`config.mk`:
```
export PLATFORM = sky130hd
export DESIGN_NAME = pio_mem_ctl
export DESIGN_NICKNAME = d
export VERILOG_FILES = /design/src/rtl/pio_mem_ctl.sv
export SDC_FILE = /design/constraint.sdc
export NUM_CORES = 1
export LEC_CHECK = 0
export ABC_CLOCK_PERIOD_IN_PS = 2300
export CORE_MARGIN = 3
export CORE_UTILIZATION = 25
export DETAILED_ROUTE_END_ITERATION = 6
export PLACE_DENSITY = 0.56
export SLEW_MARGIN = 10
export SYNTH_ARGS = -nofsm -noshare
export SYNTH_HDL_FRONTEND = slang
export SYNTH_SLANG_ARGS = --single-unit
```
`constraint.sdc`:
```
create_clock -name clk -period 2.3 [get_ports clk]
set_input_delay 0.345 -clock clk [delete_from_list [all_inputs] [get_ports clk]]
set_output_delay 0.345 -clock clk [all_outputs]
set_load 0.1 [all_outputs]
```
`src/rtl/pio_mem_ctl.sv`:
```
// PIO memory controller: host request decode, single-cycle register strobes, ack-edge wait, response.
// Optional ack-wait timeout enabled by defining PIO_TIMEOUT_EN.
`ifndef PIO_NBITS
`define PIO_NBITS 32
`endif
`ifndef RESET_SIG
`define RESET_SIG input logic rst_n
`endif

module pio_mem_ctl #(
    parameter int NUM_MEM        = 4,
    parameter int SEL_LSB        = 12,
    parameter int CLK_DIV_RATIO  = 4,
    parameter int TIMEOUT_CYCLES = 255
) (
    input  logic                          clk,
    `RESET_SIG,
    input  logic                          host_req,
    input  logic                          host_wr,
    input  logic [`PIO_NBITS-1:0]         host_addr,
    input  logic [`PIO_NBITS-1:0]         host_wdata,
    output logic                          host_busy,
    output logic                          host_ack,
    output logic [`PIO_NBITS-1:0]         host_rdata,
    output logic                          host_err,
    output logic                          clk_div,
    output logic [`PIO_NBITS-1:0]         reg_addr,
    output logic [`PIO_NBITS-1:0]         reg_din,
    output logic                          reg_rd,
    output logic                          reg_wr,
    output logic [NUM_MEM-1:0]            reg_ms,
    input  logic [NUM_MEM-1:0]            mem_ack,
    input  logic [NUM_MEM*`PIO_NBITS-1:0] mem_rdata
);

    localparam int NB       = `PIO_NBITS;
    localparam int SEL_BITS = $clog2(NUM_MEM);
    localparam int SEL_W    = (SEL_BITS > 0) ? SEL_BITS : 1;
    localparam int DIV_W    = (CLK_DIV_RATIO > 2) ? $clog2(CLK_DIV_RATIO) : 1;
    localparam logic [31:0] NUM_MEM_U = NUM_MEM;

    typedef enum logic [2:0] {
        IDLE,
        ISSUE,
        WAIT_ACK,
        DRAIN,
        RESP
    } state_t;

    state_t             state;
    logic [DIV_W-1:0]   div_cnt;
    logic [SEL_W-1:0]   sel_in;
    logic [SEL_W-1:0]   sel_q;
    logic               sel_ok;
    logic               wr_q;
    logic               ack_q;
    logic [NB-1:0]      cap_data;
    logic [NUM_MEM-1:0] ms_dec;
    logic               ack_sel;
    logic [NB-1:0]      rdata_sel;

    // clk_div is registered one count early so it is high exactly while the count is RATIO-1
    always_ff @(posedge clk or negedge rst_n) begin
        if (!rst_n) begin
            div_cnt <= '0;
            clk_div <= 1'b0;
        end else begin
            if (div_cnt == DIV_W'(CLK_DIV_RATIO - 1))
                div_cnt <= '0;
            else
                div_cnt <= div_cnt + DIV_W'(1);
            clk_div <= (div_cnt == DIV_W'(CLK_DIV_RATIO - 2));
        end
    end

    generate
        if (SEL_BITS > 0) begin : g_sel
            assign sel_in = host_addr[SEL_LSB +: SEL_W];
        end else begin : g_sel_single
            assign sel_in = '0;
        end
    endgenerate

    assign sel_ok = ({{(32-SEL_W){1'b0}}, sel_in} < NUM_MEM_U);

    always_comb begin
        ms_dec    = '0;
        ack_sel   = 1'b0;
        rdata_sel = '0;
        for (int unsigned i = 0; i < NUM_MEM_U; i++) begin
            if (sel_in == SEL_W'(i))
                ms_dec[i] = 1'b1;
            if (sel_q == SEL_W'(i)) begin
                ack_sel   = mem_ack[i];
                rdata_sel = mem_rdata[i*NB +: NB];
            end
        end
    end

`ifdef PIO_TIMEOUT_EN
    localparam int TO_W = $clog2(TIMEOUT_CYCLES + 1);
    logic [TO_W-1:0] tcnt;
    logic            timed_out;
    assign timed_out = (tcnt == TO_W'(TIMEOUT_CYCLES - 1));
`endif

    always_ff @(posedge clk or negedge rst_n) begin
        if (!rst_n) begin
            state      <= IDLE;
            sel_q      <= '0;
            wr_q       <= 1'b0;
            ack_q      <= 1'b0;
            cap_data   <= '0;
            host_busy  <= 1'b0;
            host_ack   <= 1'b0;
            host_err   <= 1'b0;
            host_rdata <= '0;
            reg_rd     <= 1'b0;
            reg_wr     <= 1'b0;
            reg_ms     <= '0;
            reg_addr   <= '0;
            reg_din    <= '0;
`ifdef PIO_TIMEOUT_EN
            tcnt       <= '0;
`endif
        end else begin
            reg_rd   <= 1'b0;
            reg_wr   <= 1'b0;
            reg_ms   <= '0;
            host_ack <= 1'b0;
            case (state)
                IDLE: begin
                    if (host_req) begin
                        sel_q     <= sel_in;
                        wr_q      <= host_wr;
                        host_busy <= 1'b1;
                        if (!sel_ok) begin
                            state      <= RESP;
                            host_ack   <= 1'b1;
                            host_err   <= 1'b1;
                            host_rdata <= '0;
                        end else begin
                            state    <= ISSUE;
                            reg_addr <= host_addr;
                            reg_din  <= host_wdata;
                            reg_ms   <= ms_dec;
                            reg_wr   <= host_wr;
                            reg_rd   <= ~host_wr;
                        end
                    end
                end
                ISSUE: begin
                    // sampling the ack here makes an already-high ack look stale
                    ack_q <= ack_sel;
                    state <= WAIT_ACK;
`ifdef PIO_TIMEOUT_EN
                    tcnt  <= '0;
`endif
                end
                WAIT_ACK: begin
                    ack_q <= ack_sel;
                    if (ack_sel && !ack_q) begin
                        cap_data <= wr_q ? '0 : rdata_sel;
                        state    <= DRAIN;
                    end
`ifdef PIO_TIMEOUT_EN
                    tcnt <= tcnt + TO_W'(1);
                    if (timed_out) begin
                        state      <= RESP;
                        host_ack   <= 1'b1;
                        host_err   <= 1'b1;
                        host_rdata <= NB'(32'hDEAD_BEEF);
                    end
`endif
                end
                DRAIN: begin
                    if (!ack_sel) begin
                        state      <= RESP;
                        host_ack   <= 1'b1;
                        host_err   <= 1'b0;
                        host_rdata <= cap_data;
                    end
`ifdef PIO_TIMEOUT_EN
                    tcnt <= tcnt + TO_W'(1);
                    if (timed_out) begin
                        state      <= RESP;
                        host_ack   <= 1'b1;
                        host_err   <= 1'b1;
                        host_rdata <= NB'(32'hDEAD_BEEF);
                    end
`endif
                end
                RESP: begin
                    state     <= IDLE;
                    host_busy <= 1'b0;
                end
                default: begin
                    state     <= IDLE;
                    host_busy <= 1'b0;
                end
            endcase
        end
    end

endmodule
```
==> impl_metrics.env <==
export IMPL_status="completed"
export IMPL_finClkSkew_ns=0.0133
export IMPL_path_class="flop to flop"
export IMPL_setup_viol=0
export IMPL_synth_cell_types=27
export IMPL_fmax_mhz=507
export IMPL_start_util_pct=25.8
export IMPL_crit_family="multiplexers"
export IMPL_cp_end_kind="flop"
export IMPL_cp_cell_sequence="mux4_2 -> nor3_4 -> buf_12 -> mux2_2"
export IMPL_cts_made_buffers=17
export IMPL_synth_top_family_by_area="multiplexers"
export IMPL_post_place_ws_ns=0.0461
export IMPL_clock_sinks=144
export IMPL_final_area_sq_mm=0.0102
export IMPL_critPathBufInv=1
export IMPL_nets=1036
export IMPL_syn_num_nets=733
export IMPL_yosys_area_share_simple_pct=16.3
export IMPL_drt_total_wl_um=19300
export IMPL_fp_row_count=57
export IMPL_layout_drive_gt1_share_pct=30.1
export IMPL_synth_xor_area_share_pct=0.137
export IMPL_coreArea_sq_mm=0.0247
export IMPL_ioPinCount=306
export IMPL_grt_use_met1_pct=18.1
export IMPL_grt_pass1_vias=5474
export IMPL_synth_compound_area_share_pct=0.334
export IMPL_clkLatencyLatePin_ns=0.42
export IMPL_busiest_layer="met2"
export IMPL_slowest_stage="mux4_2"
export IMPL_arrival_ns=2.27
export IMPL_synthCells=531
export IMPL_grt_util_met2_pct=22.3
export IMPL_area_growth_pct=60.0
export IMPL_cts_clk_slew_worst_paths_ns=0.07
export IMPL_grt_pass1_wl_um=31000
export IMPL_synth_fa_ha_area_share_pct=0.393
export IMPL_antenna_cells=0
export IMPL_io_buffers=304
export IMPL_dpl_hpwl_um=14200
export IMPL_rsz0062_at_grt="no"
export IMPL_grt_overflow=0
export IMPL_track_usage_pct=14.3
export IMPL_die_h_um=166
export IMPL_antenna_found_initial=0
export IMPL_critical_path_required_ns=2.60
export IMPL_setup_ws_ns=0.327
export IMPL_clockBufferDepth=2
export IMPL_vias_per_cell=4.32
export IMPL_syn_avg_cell_area_sq_um=12.0
export IMPL_cts_root_buf="clkbuf_16"
export IMPL_ys_seq_area_share_pct=56.6
export IMPL_syn_area_sq_mm=0.00637
export IMPL_yosys_mux_area_fraction_pct=23.2
export IMPL_cts_tree="done"
export IMPL_cts_repair_resized=0
export IMPL_fill_cells=2404
export IMPL_gp_congestion=0.790
export IMPL_drv_slew=0
export IMPL_ys_warnings_count=0
export IMPL_antenna_left=0
export IMPL_die_area_sq_mm=0.0274
export IMPL_critPathLaunchType="flop"
export IMPL_drc_errors=0
export IMPL_finalCritPeriodShare_pct=85.8
export IMPL_vias=5053
export IMPL_holdCritPathClass="input port to asynchronous set/reset pin"
export IMPL_firstDrtPassIters=4
export IMPL_holdWs_ns=0.429
export IMPL_period_minus_slack_ns=1.97
export IMPL_worst_path_max_fanout=33
export IMPL_finalHoldViolCount=0
export IMPL_htreeDepth=4
export IMPL_drv_cap=0
export IMPL_setup_tns_ns=0
export IMPL_dpl_cell_area_sq_mm=0.00959
export IMPL_max_stage_delay_ns=0.57
export IMPL_ys_ff_latch=144
export IMPL_die_w_um=166
export IMPL_drt_iter0_markers=112
export IMPL_grt_max_degree=70
export IMPL_wl_per_cell_um=16.5
export IMPL_grt_util_met3_pct=6.39
==> cells in the final DEF, fill, tap and decap left out, types with 2 or more instances in the layout <==
cell type        Yosys  routed
clkdlybuf4s50_1      0     198
nand2_1            193     193
dfrtp_1            144     142
buf_4                4     111
mux2_2              64      64
mux4_2              33      33
nor2b_1             32      32
clkbuf_16            0      17
buf_12               0       8
nor2_1               7       7
inv_6                0       7
inv_8                0       5
nor3_1               4       4
inv_1                3       3
ha_1                 2       2
==> repair_timing <==
item                                   CTS  global route
hold buffers                             1             0
setup buffers                            0             0
endpoints found under the hold margin   41             0
==> registers in the layout, summed over array words and instances, names as in the netlist, 2 cells and up <==
name / cells
host_rdata: 32
reg_addr: 32
reg_ms: 4
cap_data: 32
state: 3
div_cnt: 2
reg_din: 32
==> layout make-up <==
cell class	count	area, sq um	share of cell area [%]
Clock inverter	15	160	1.57
Sequential cell	144	3610	35.4
Clock buffer	17	425	4.17
Inverter	3	11.3	0.111
Tap cell	324	405	3.98
Multi-Input combinational cell	349	2580	25.3
Timing Repair Buffer	319	3000	29.4
==> synth_stat cells <==
library cell	instances	area (sq um)
nand2_1	193	724
dfrtp_1	144	3600
mux2_2	64	721
mux4_2	33	743
nor2b_1	32	200
clkbuf_1	21	78.8
nor2_1	7	26.3
buf_2	6	30.0
buf_4	4	30.0
buf_6	4	45.0
nor3_1	4	20.0
inv_1	3	11.3
ha_1	2	25.0
a21o_1	1	7.51
a32oi_1	1	8.76
and2_1	1	6.26
and3_1	1	6.26
conb_1	1	3.75
mux2_1	1	11.3
nand2b_1	1	6.26
nand3_1	1	5.00
nor3_4	1	16.3
nor3b_1	1	7.51
nor4b_1	1	8.76
o21ai_0	1	5.00
or4b_2	1	10.0
xnor2_1	1	8.76
==> worst register-to-register path, delay by kind of cell (launching register included) <==
kind	cells	cell delay, ns
AND/OR/NAND/NOR	1	0.22
buffers and inverters	1	0.23
flip-flops	1	0.45
multiplexers	2	0.96
==> layer usage <==
layer | share of wire [%] | vias to the layer above
met4 | 1.2 | 0
met2 | 45 | 227
met5 | 0 | -
met1 | 44 | 2433
met3 | 9.8 | 13
li1 | - | 2380
==> path summary, 6_finish.rpt <==
| check | startpoint | endpoint | slack (ns) | cells past startpoint |
|---|---|---|---|---|
| min | rst_n | host_rdata[13] | 0.43 | 2 |
| min reg2reg | div_cnt[0] | div_cnt[0] | 0.47 | 1 |
| max reg2reg | reg_addr[12] | host_rdata[13] | 0.33 | 4 |
| max | reg_addr[12] | host_rdata[13] | 0.33 | 4 |
| max in group asynchronous | rst_n | reg_addr[11] | 1.17 | 3 |
| min in group clk | host_addr[27] | reg_addr[27] | 0.44 | 3 |
==> stage by stage <==
step                util, %  instances
finish                 41.3       1171
global route           41.3       1171
CTS                    41.3       1171
detailed placement     38.9       1138
global placement       38.9       1138
floorplan                 -        531
==> cells by family after synthesis <==
| kind of cell | Yosys count |
|---|---|
| simple gates | 244 |
| fa+ha+maj | 2 |
| buf+inv | 38 |
| xor+xnor | 1 |
| other cells | 1 |
| compound gates | 3 |
| flops | 144 |
| mux | 98 |
Power is not shown: default switching activity piles up to over one toggle a cycle in this logic, so the estimate is an artifact.
